File: config.mk
export PLATFORM = sky130hd
export DESIGN_NAME = game_round_ctrl
export DESIGN_NICKNAME = d
export VERILOG_FILES = /design/src/rtl/game_round_pkg.sv /design/src/rtl/game_key_edge.sv /design/src/rtl/game_round_ctrl.sv
export SDC_FILE = /design/constraint.sdc
export NUM_CORES = 1
export LEC_CHECK = 0
export BUFFER_PORTS_ARGS = -buffer_cell sky130_fd_sc_hd__buf_2
export CAP_MARGIN = 40
export CORE_MARGIN = 8
export CORE_UTILIZATION = 45
export CTS_CLUSTER_DIAMETER = 200
export DETAILED_ROUTE_END_ITERATION = 16
export HOLD_SLACK_MARGIN = 0.1
export PLACE_DENSITY = 0.73
export SYNTH_ARGS = -nofsm -noshare
export SYNTH_HDL_FRONTEND = slang
export SYNTH_SLANG_ARGS = --single-unit
File: constraint.sdc
create_clock -name clk -period 2.1 [get_ports clk]
set_input_delay 0.21 -clock clk [delete_from_list [all_inputs] [get_ports clk]]
set_output_delay 0.21 -clock clk [all_outputs]
set_load 0.02 [all_outputs]
File: src/rtl/game_round_pkg.sv
// Shared definitions for the shooting-game round sequencer.
// Holds the FSM state encoding, the shot-counter width, the default
// debounce window and two small helpers for the armed-flag scheme.
package game_round_pkg;

    // Seven sequencer states packed into three bits. Kept as plain constants
    // so the encoding stays visible in waveforms and netlists.
    typedef logic [2:0] state_t;

    localparam state_t ST_IDLE      = 3'd0;
    localparam state_t ST_LAUNCH_T  = 3'd1;
    localparam state_t ST_WAIT_FIRE = 3'd2;
    localparam state_t ST_LAUNCH_P  = 3'd3;
    localparam state_t ST_FLIGHT    = 3'd4;
    localparam state_t ST_RESOLVE   = 3'd5;
    localparam state_t ST_END_WAIT  = 3'd6;

    // Width of the torpedo counter, wide enough for up to 15 shots.
    localparam int SHOT_WIDTH = 4;

    // Default debounce counter width when debounce is compiled in.
    localparam int DEBOUNCE_WIDTH_DEFAULT = 16;

    // An armed input produces its "gone" event once it reads 0 again.
    function automatic logic armed_event(input logic armed, input logic level);
        return armed & ~level;
    endfunction

    // Next value of an armed flag: a launch or start disarms it, otherwise
    // the first sighting of the input at 1 arms it and it then stays armed.
    function automatic logic armed_next(input logic armed, input logic level,
                                        input logic clear);
        logic result;
        if (clear) begin
            result = 1'b0;
        end else begin
            result = armed | level;
        end
        return result;
    endfunction

endpackage

File: src/rtl/game_key_edge.sv
// Fire/start key conditioning for the round sequencer.
// Synchronizes the asynchronous key into the clk domain and produces a
// one-cycle key_pulse on each accepted rising edge.
// Optional feature: GAME_ROUND_KEY_DEBOUNCE_EN adds a stability window of
// 2**DEBOUNCE_WIDTH cycles before a new key level is accepted.
module game_key_edge
    import game_round_pkg::*;
`ifdef GAME_ROUND_KEY_DEBOUNCE_EN
#(
    parameter int DEBOUNCE_WIDTH = DEBOUNCE_WIDTH_DEFAULT
)
`endif
(
    input  logic clk,
    input  logic reset,
    input  logic key,
    output logic key_pulse
);

    logic key_meta;
    logic key_sync;

    // Two-flop synchronizer bringing the raw button into the clk domain.
    always_ff @(posedge clk) begin
        if (reset) begin
            key_meta <= 1'b0;
            key_sync <= 1'b0;
        end else begin
            key_meta <= key;
            key_sync <= key_meta;
        end
    end

`ifdef GAME_ROUND_KEY_DEBOUNCE_EN

    logic [DEBOUNCE_WIDTH-1:0] stable_count;
    logic                      key_stable;

    // Accept a new level only after it has differed from the accepted level
    // for a full window; any bounce back restarts the window. The pulse is
    // raised on the cycle a new high level is accepted.
    always_ff @(posedge clk) begin
        if (reset) begin
            stable_count <= '0;
            key_stable   <= 1'b0;
            key_pulse    <= 1'b0;
        end else begin
            key_pulse <= 1'b0;
            if (key_sync == key_stable) begin
                stable_count <= '0;
            end else if (&stable_count) begin
                key_stable   <= key_sync;
                stable_count <= '0;
                key_pulse    <= key_sync;
            end else begin
                stable_count <= stable_count + DEBOUNCE_WIDTH'(1);
            end
        end
    end

`else

    logic key_prev;

    // Registered rising-edge detector on the synchronized key.
    always_ff @(posedge clk) begin
        if (reset) begin
            key_prev  <= 1'b0;
            key_pulse <= 1'b0;
        end else begin
            key_prev  <= key_sync;
            key_pulse <= key_sync & ~key_prev;
        end
    end

`endif

endmodule

File: src/rtl/game_round_ctrl.sv
// Round sequencer for the shooting game.
// Launches target and torpedo sprites, counts shots and hits, decides win or
// loss and kicks off the end-of-game timer. Every output is registered and
// every strobe is a single-cycle pulse.
// Optional feature: GAME_ROUND_KEY_DEBOUNCE_EN enables key debouncing in the
// game_key_edge sub-module; without it the key is only synchronized.
module game_round_ctrl
    import game_round_pkg::*;
#(
    parameter int SHOTS_PER_ROUND = 4,
    parameter int HITS_TO_WIN     = 3,
    parameter int SCORE_WIDTH     = 4,
    parameter int DEBOUNCE_WIDTH  = DEBOUNCE_WIDTH_DEFAULT
) (
    input  logic                   clk,
    input  logic                   reset,
    input  logic                   key,
    input  logic                   target_within_screen,
    input  logic                   torpedo_within_screen,
    input  logic                   collision,
    input  logic                   end_of_game_timer_running,
    output logic                   sprite_target_write,
    output logic                   sprite_torpedo_write,
    output logic                   end_of_game_timer_start,
    output logic                   game_won,
    output logic                   round_active,
    output logic [SCORE_WIDTH-1:0] score,
    output logic [SHOT_WIDTH-1:0]  shots_left
);

    localparam logic [SHOT_WIDTH-1:0]  SHOTS_INIT  = SHOT_WIDTH'(SHOTS_PER_ROUND);
    localparam logic [SCORE_WIDTH-1:0] SCORE_MAX   = '1;
    localparam logic [SCORE_WIDTH:0]   HITS_NEEDED = (SCORE_WIDTH + 1)'(HITS_TO_WIN);

    logic   key_pulse;

    state_t state;
    state_t state_next;

    logic   armed_target;
    logic   armed_torpedo;
    logic   armed_timer;

    logic   target_gone;
    logic   torpedo_gone;
    logic   timer_done;

    logic   last_hit;
    logic   score_reached;

    logic   target_write_next;
    logic   torpedo_write_next;
    logic   timer_start_next;
    logic   game_start;
    logic   shot_fired;
    logic   hit_now;
    logic   resolve_enter;
    logic   resolve_win;

`ifdef GAME_ROUND_KEY_DEBOUNCE_EN
    game_key_edge #(
        .DEBOUNCE_WIDTH (DEBOUNCE_WIDTH)
    ) u_key_edge (
        .clk       (clk),
        .reset     (reset),
        .key       (key),
        .key_pulse (key_pulse)
    );
`else
    game_key_edge u_key_edge (
        .clk       (clk),
        .reset     (reset),
        .key       (key),
        .key_pulse (key_pulse)
    );

    // Debounce is compiled out; the width is still referenced so both builds
    // accept the same parameter list without a dangling parameter.
    if (DEBOUNCE_WIDTH < 1) begin : g_debounce_width_unused
    end
`endif

    assign target_gone   = armed_event(armed_target,  target_within_screen);
    assign torpedo_gone  = armed_event(armed_torpedo, torpedo_within_screen);
    assign timer_done    = armed_event(armed_timer,   end_of_game_timer_running);
    assign score_reached = ({1'b0, score} >= HITS_NEEDED);

    // Next-state and strobe decisions. Strobes are decided on the transition
    // into the launch states so they appear registered in the same cycle the
    // FSM enters LAUNCH_T / LAUNCH_P / END_WAIT.
    always_comb begin
        state_next         = state;
        target_write_next  = 1'b0;
        torpedo_write_next = 1'b0;
        timer_start_next   = 1'b0;
        game_start         = 1'b0;
        shot_fired         = 1'b0;
        hit_now            = 1'b0;
        resolve_enter      = 1'b0;
        resolve_win        = 1'b0;

        case (state)
            ST_IDLE: begin
                if (key_pulse) begin
                    state_next        = ST_LAUNCH_T;
                    target_write_next = 1'b1;
                    game_start        = 1'b1;
                end
            end

            ST_LAUNCH_T: begin
                state_next = ST_WAIT_FIRE;
            end

            ST_WAIT_FIRE: begin
                if (target_gone) begin
                    state_next        = ST_LAUNCH_T;
                    target_write_next = 1'b1;
                end else if (key_pulse) begin
                    state_next         = ST_LAUNCH_P;
                    torpedo_write_next = 1'b1;
                    shot_fired         = 1'b1;
                end
            end

            ST_LAUNCH_P: begin
                state_next = ST_FLIGHT;
            end

            ST_FLIGHT: begin
                if (target_gone) begin
                    target_write_next = 1'b1;
                end
                if (collision) begin
                    hit_now       = 1'b1;
                    resolve_enter = 1'b1;
                    state_next    = ST_RESOLVE;
                end else if (torpedo_gone) begin
                    resolve_enter = 1'b1;
                    state_next    = ST_RESOLVE;
                end
            end

            ST_RESOLVE: begin
                if (score_reached) begin
                    state_next       = ST_END_WAIT;
                    timer_start_next = 1'b1;
                    resolve_win      = 1'b1;
                end else if (shots_left == '0) begin
                    state_next       = ST_END_WAIT;
                    timer_start_next = 1'b1;
                end else if (last_hit) begin
                    state_next        = ST_LAUNCH_T;
                    target_write_next = 1'b1;
                end else begin
                    state_next = ST_WAIT_FIRE;
                end
            end

            ST_END_WAIT: begin
                if (timer_done) begin
                    state_next = ST_IDLE;
                end
            end

            default: begin
                state_next = ST_IDLE;
            end
        endcase
    end

    // State register and the three single-cycle strobes.
    always_ff @(posedge clk) begin
        if (reset) begin
            state                   <= ST_IDLE;
            sprite_target_write     <= 1'b0;
            sprite_torpedo_write    <= 1'b0;
            end_of_game_timer_start <= 1'b0;
        end else begin
            state                   <= state_next;
            sprite_target_write     <= target_write_next;
            sprite_torpedo_write    <= torpedo_write_next;
            end_of_game_timer_start <= timer_start_next;
        end
    end

    // Armed flags: disarmed by the strobe that relaunches or restarts the
    // source, armed on the first sighting of the input high.
    always_ff @(posedge clk) begin
        if (reset) begin
            armed_target  <= 1'b0;
            armed_torpedo <= 1'b0;
            armed_timer   <= 1'b0;
        end else begin
            armed_target  <= armed_next(armed_target, target_within_screen,
                                        target_write_next);
            armed_torpedo <= armed_next(armed_torpedo, torpedo_within_screen,
                                        torpedo_write_next);
            armed_timer   <= armed_next(armed_timer, end_of_game_timer_running,
                                        timer_start_next);
        end
    end

    // Shot and score counters. A new game reloads both; the score saturates
    // rather than wrapping so a narrow counter never falls below the target.
    always_ff @(posedge clk) begin
        if (reset) begin
            score      <= '0;
            shots_left <= SHOTS_INIT;
        end else if (game_start) begin
            score      <= '0;
            shots_left <= SHOTS_INIT;
        end else begin
            if (shot_fired && (shots_left != '0)) begin
                shots_left <= shots_left - SHOT_WIDTH'(1);
            end
            if (hit_now && (score != SCORE_MAX)) begin
                score <= score + SCORE_WIDTH'(1);
            end
        end
    end

    // Remembers whether the shot being resolved was a hit, which decides
    // between a fresh target and another attempt at the current one.
    always_ff @(posedge clk) begin
        if (reset) begin
            last_hit <= 1'b0;
        end else if (resolve_enter) begin
            last_hit <= hit_now;
        end
    end

    // Game result and activity flag. The result is held until the next game
    // starts; the round stops being active when the end timer is started.
    always_ff @(posedge clk) begin
        if (reset) begin
            game_won     <= 1'b0;
            round_active <= 1'b0;
        end else if (game_start) begin
            game_won     <= 1'b0;
            round_active <= 1'b1;
        end else if (timer_start_next) begin
            game_won     <= resolve_win;
            round_active <= 1'b0;
        end
    end

endmodule

==> summary by stage <==
CTS
At the later pin of the worst-skew pair, clock insertion delay measures 310 ps. The post-cts resize count is 0. After clock tree synthesis, the clock-pin slew on the worst setup and hold paths is 130 ps.

Counting along the longest clock path gives a buffer depth of 2. The number of clock buffers added by TritonCTS is 3. TritonCTS built the clock tree. For this design, the sink count on the clock tree is 24.

In this run the number of H-tree levels came out at 1. After clock tree synthesis, the setup repair step added 0 buffers. The clock root buffer master is clkbuf_4.

Layout
Relative to the synthesized area, the layout overhead comes to 16.5%. The repair_antennas step left the layout with diodes totalling 0. Once layout is complete, the utilization of the core stands at 0.537. The number of nets in the final layout is 152.

Of the cells placed in the final design, the portion with a size suffix greater than 1 is 0.225.

Synthesis
The synthesized netlist net count is 131. The synthesized instance count is 122. The distinct cell type count of the synthesized netlist is 45. Of the synthesized area, sequential elements account for 0.437. The most used flip-flop cell after synthesis is dfxtp_1. The total of warnings raised by yosys is 0.

The share of flip-flops with an asynchronous set or reset is 0. Dividing the synthesized area by the synthesized cell count gives 9.01 µm². The synthesized design contains 24 register bits. The cell area that synthesis handed to floorplanning was 1100 µm². Yosys mapped a number of flops with a built-in enable equal to 0.

Die
The placeable core region is 2390 µm². The effective utilization at floorplan is 0.461. The I/O pin count is 20.

In this run the vertical extent of the chip is 65.4 µm. The die covers 4280 µm². The placement row count is 18.

The die extent in x is 65.4 µm.

Critical path
The critical setup path kind is reg -> reg. The critical path capture point type is a register. The worst register-to-register path begins at state[2]. The total buffers and inverters traversed by the critical path is 0. The kind of start point of the critical path is a register. The maximum fanout encountered on the critical timing path is 16.

Measured in cells, the most critical reg-to-reg path has a length of 4. The reg2reg setup slack is 360 ps. The critical path runs through a total of 4 cells. Broken down by cell family, the worst path's largest delay share belongs to simple AND/OR/NAND/NOR gates. On the worst path, the slowest cell contributes a delay of 480 ps. In this run the critical register-to-register path is captured at shots_left[2]. Following the worst setup path forward leads to its endpoint at shots_left[2]. The worst endpoint data arrival time is 1950 ps.

At the worst endpoint, the required time is 2320 ps. For this design, the slowest cell found on the critical path is dfxtp_1. The signal on the critical path passes through or3b_4 > nor4_4 > and3_2 > o21ai_1.

The critical path starts at state[2].

STA
After layout, the minimum clock period comes to 1740 ps. The final count of hold timing violations was 0. The portion of the clock cycle consumed by the worst path in the final layout is 0.827. Setup repair after global routing left no endpoint under its margin. The headroom to the max-slew limit is 0.534. Summed over all failing endpoints, the final setup total negative slack is 0 ps. The worst hold margin is 156 ps.

Setup violations remaining at the end of the flow were counted as 0. The pin slew with the least headroom to its limit is 682 ps. For the final database, setup skew stands at 3.97 ps. The number of max-slew violations in the final report is 0.

The maximum clock rate is 0.576 GHz.

Drt
Dividing the detail-routed wire length by the instance count gives 13.3 µm. The mean number of vias per cell is 5.49. The starting DRC count in detailed routing is 39. Once detail routing completed, the nets flagged for antenna violations numbered 0.

The routed wire length is 2300 µm. The detailed-router iteration count before antenna repair is 4. For this run, design rule violations remaining after detail routing come to 0. Across all layers, the routed design uses 945 vias.

Power
The design draws 872 µW. The leakage power figure is 0.523 nW. Dividing total power by cell area gives a power density of 681 nW/µm². The maximum vdd ir drop is 0.446 mV.

Run status
The run finished with clean final reports.

Placement
Detailed placement ended at an HPWL of 1680 µm. The count of buffers from port buffering is 19. The placer congestion estimate is 0.839.

Global route
The number of antenna violations at the first check in global routing was 0. The global routing usage summed across all routing layers is 0.114. The via count of the first global-routing pass was 920.

Entering global routing, the biggest net connects 18 pins. The total overflow left after global routing is 0. The first global-routing pass estimated 3970 µm of wire.

Hold path
The worst hold-check path type is in -> reg.

Job
The number of max-cap violations is 0.
per-stage QoR:
step	cells	cell area, µm²	setup WS [ps]
detailed placement	167	1220	387
global placement	167	1220	421
global route	172	1280	243
floorplan	122	1100	532
CTS	172	1280	380
finish	172	1280	364
flip-flops by register name, indices dropped and copies added (netlist names):
signal and cells:
state 3, last_hit 1, sprite_torpedo_write 1, round_active 1
armed_timer 1, armed_target 1, end_of_game_timer_start 1, score 4
shots_left 4, u_key_edge.key_sync 1, sprite_target_write 1, u_key_edge.key_pulse 1
u_key_edge.key_prev 1, game_won 1, u_key_edge.key_meta 1, armed_torpedo 1
cell families after synthesis:
logic type | count (synthesis) | share of synthesized area
buffers and inverters | 11 | 0.0398
DFF | 24 | 0.437
xor gates and xnor gates | 2 | 0.0159
muxes | 1 | 0.00910
and+or+nand+nor | 58 | 0.327
adders and majority gates | 2 | 0.0227
AOI/OAI and AO/OA | 24 | 0.149
worst min-delay path by stage:
| stage | cells past startpoint | endpoint | slack [ps] | from |
|---|---|---|---|---|
| 2_1_floorplan | 1 | u_key_edge.key_meta | 280 | reset |
| 3_3_place_gp | 1 | u_key_edge.key_pulse | 370 | u_key_edge.key_prev |
| 3_5_place_dp | 1 | u_key_edge.key_pulse | 380 | u_key_edge.key_prev |
| 4_1_cts | 3 | armed_torpedo | 160 | torpedo_within_screen |
| 5_1_grt | 3 | armed_torpedo | 190 | torpedo_within_screen |
| 6_report | 3 | armed_torpedo | 160 | torpedo_within_screen |
placed cells by master (no fill, tap or decap), types with 3 or more instances in the layout:
master    count
a21oi_1       7
buf_2        19
clkbuf_4      3
dfxtp_1      24
inv_1         6
nand2_1       5
nand3_1       3
nor2_1       15
nor2b_1       5
nor3_1        7
or3_1         3
final cells by class:
type	count	area, µm²
Inverter	6	22.5
Timing Repair Buffer	21	113
Multi-Input combinational cell	87	576
Sequential cell	24	480
Fill cell	247	1110
Clock inverter	1	30.0
Tap cell	30	37.5
Clock buffer	3	22.5
Yosys cell counts (2+ instances only):
cell type | instances | share of area
or3_1 | 3 | 0.017
nor2b_1 | 5 | 0.028
nand2_1 | 5 | 0.017
inv_1 | 6 | 0.020
a311oi_1 | 2 | 0.016
nor3_1 | 7 | 0.032
o21ai_1 | 2 | 0.0091
dfxtp_1 | 24 | 0.44
nor4bb_1 | 2 | 0.018
nor2_1 | 15 | 0.051
buf_2 | 2 | 0.0091
clkbuf_1 | 3 | 0.010
ha_1 | 2 | 0.023
nand4_1 | 2 | 0.011
a21o_1 | 2 | 0.014
nand3_1 | 3 | 0.014
and4bb_2 | 2 | 0.023
nand2b_1 | 2 | 0.011
a21oi_1 | 7 | 0.032
where the power goes:
group / internal (mW) / switching, mW
Sequential: 0.467 / 0.0131
Clock: 0.193 / 0.138
Combinational: 0.0278 / 0.0338
timing repair:
| item | in CTS | in global routing |
|---|---|---|
| setup endpoints to repair | 0 | 0 |
| endpoints found under the hold margin | 1 | 0 |
| hold buffers | 1 | 0 |
layer usage:
metal  track usage  wire length (µm)  vias up
met5             0                 0        -
met4        0.0654                43        0
met3        0.0238               119        5
met2         0.186              1060       21
met1         0.136              1070      433
li1              -                 -      486
worst min-delay path, cell delays in order:
cell	delay, ps
buf_2	100
nor2_1	80
nor3_1	50
(Power assumes the default switching activity.)
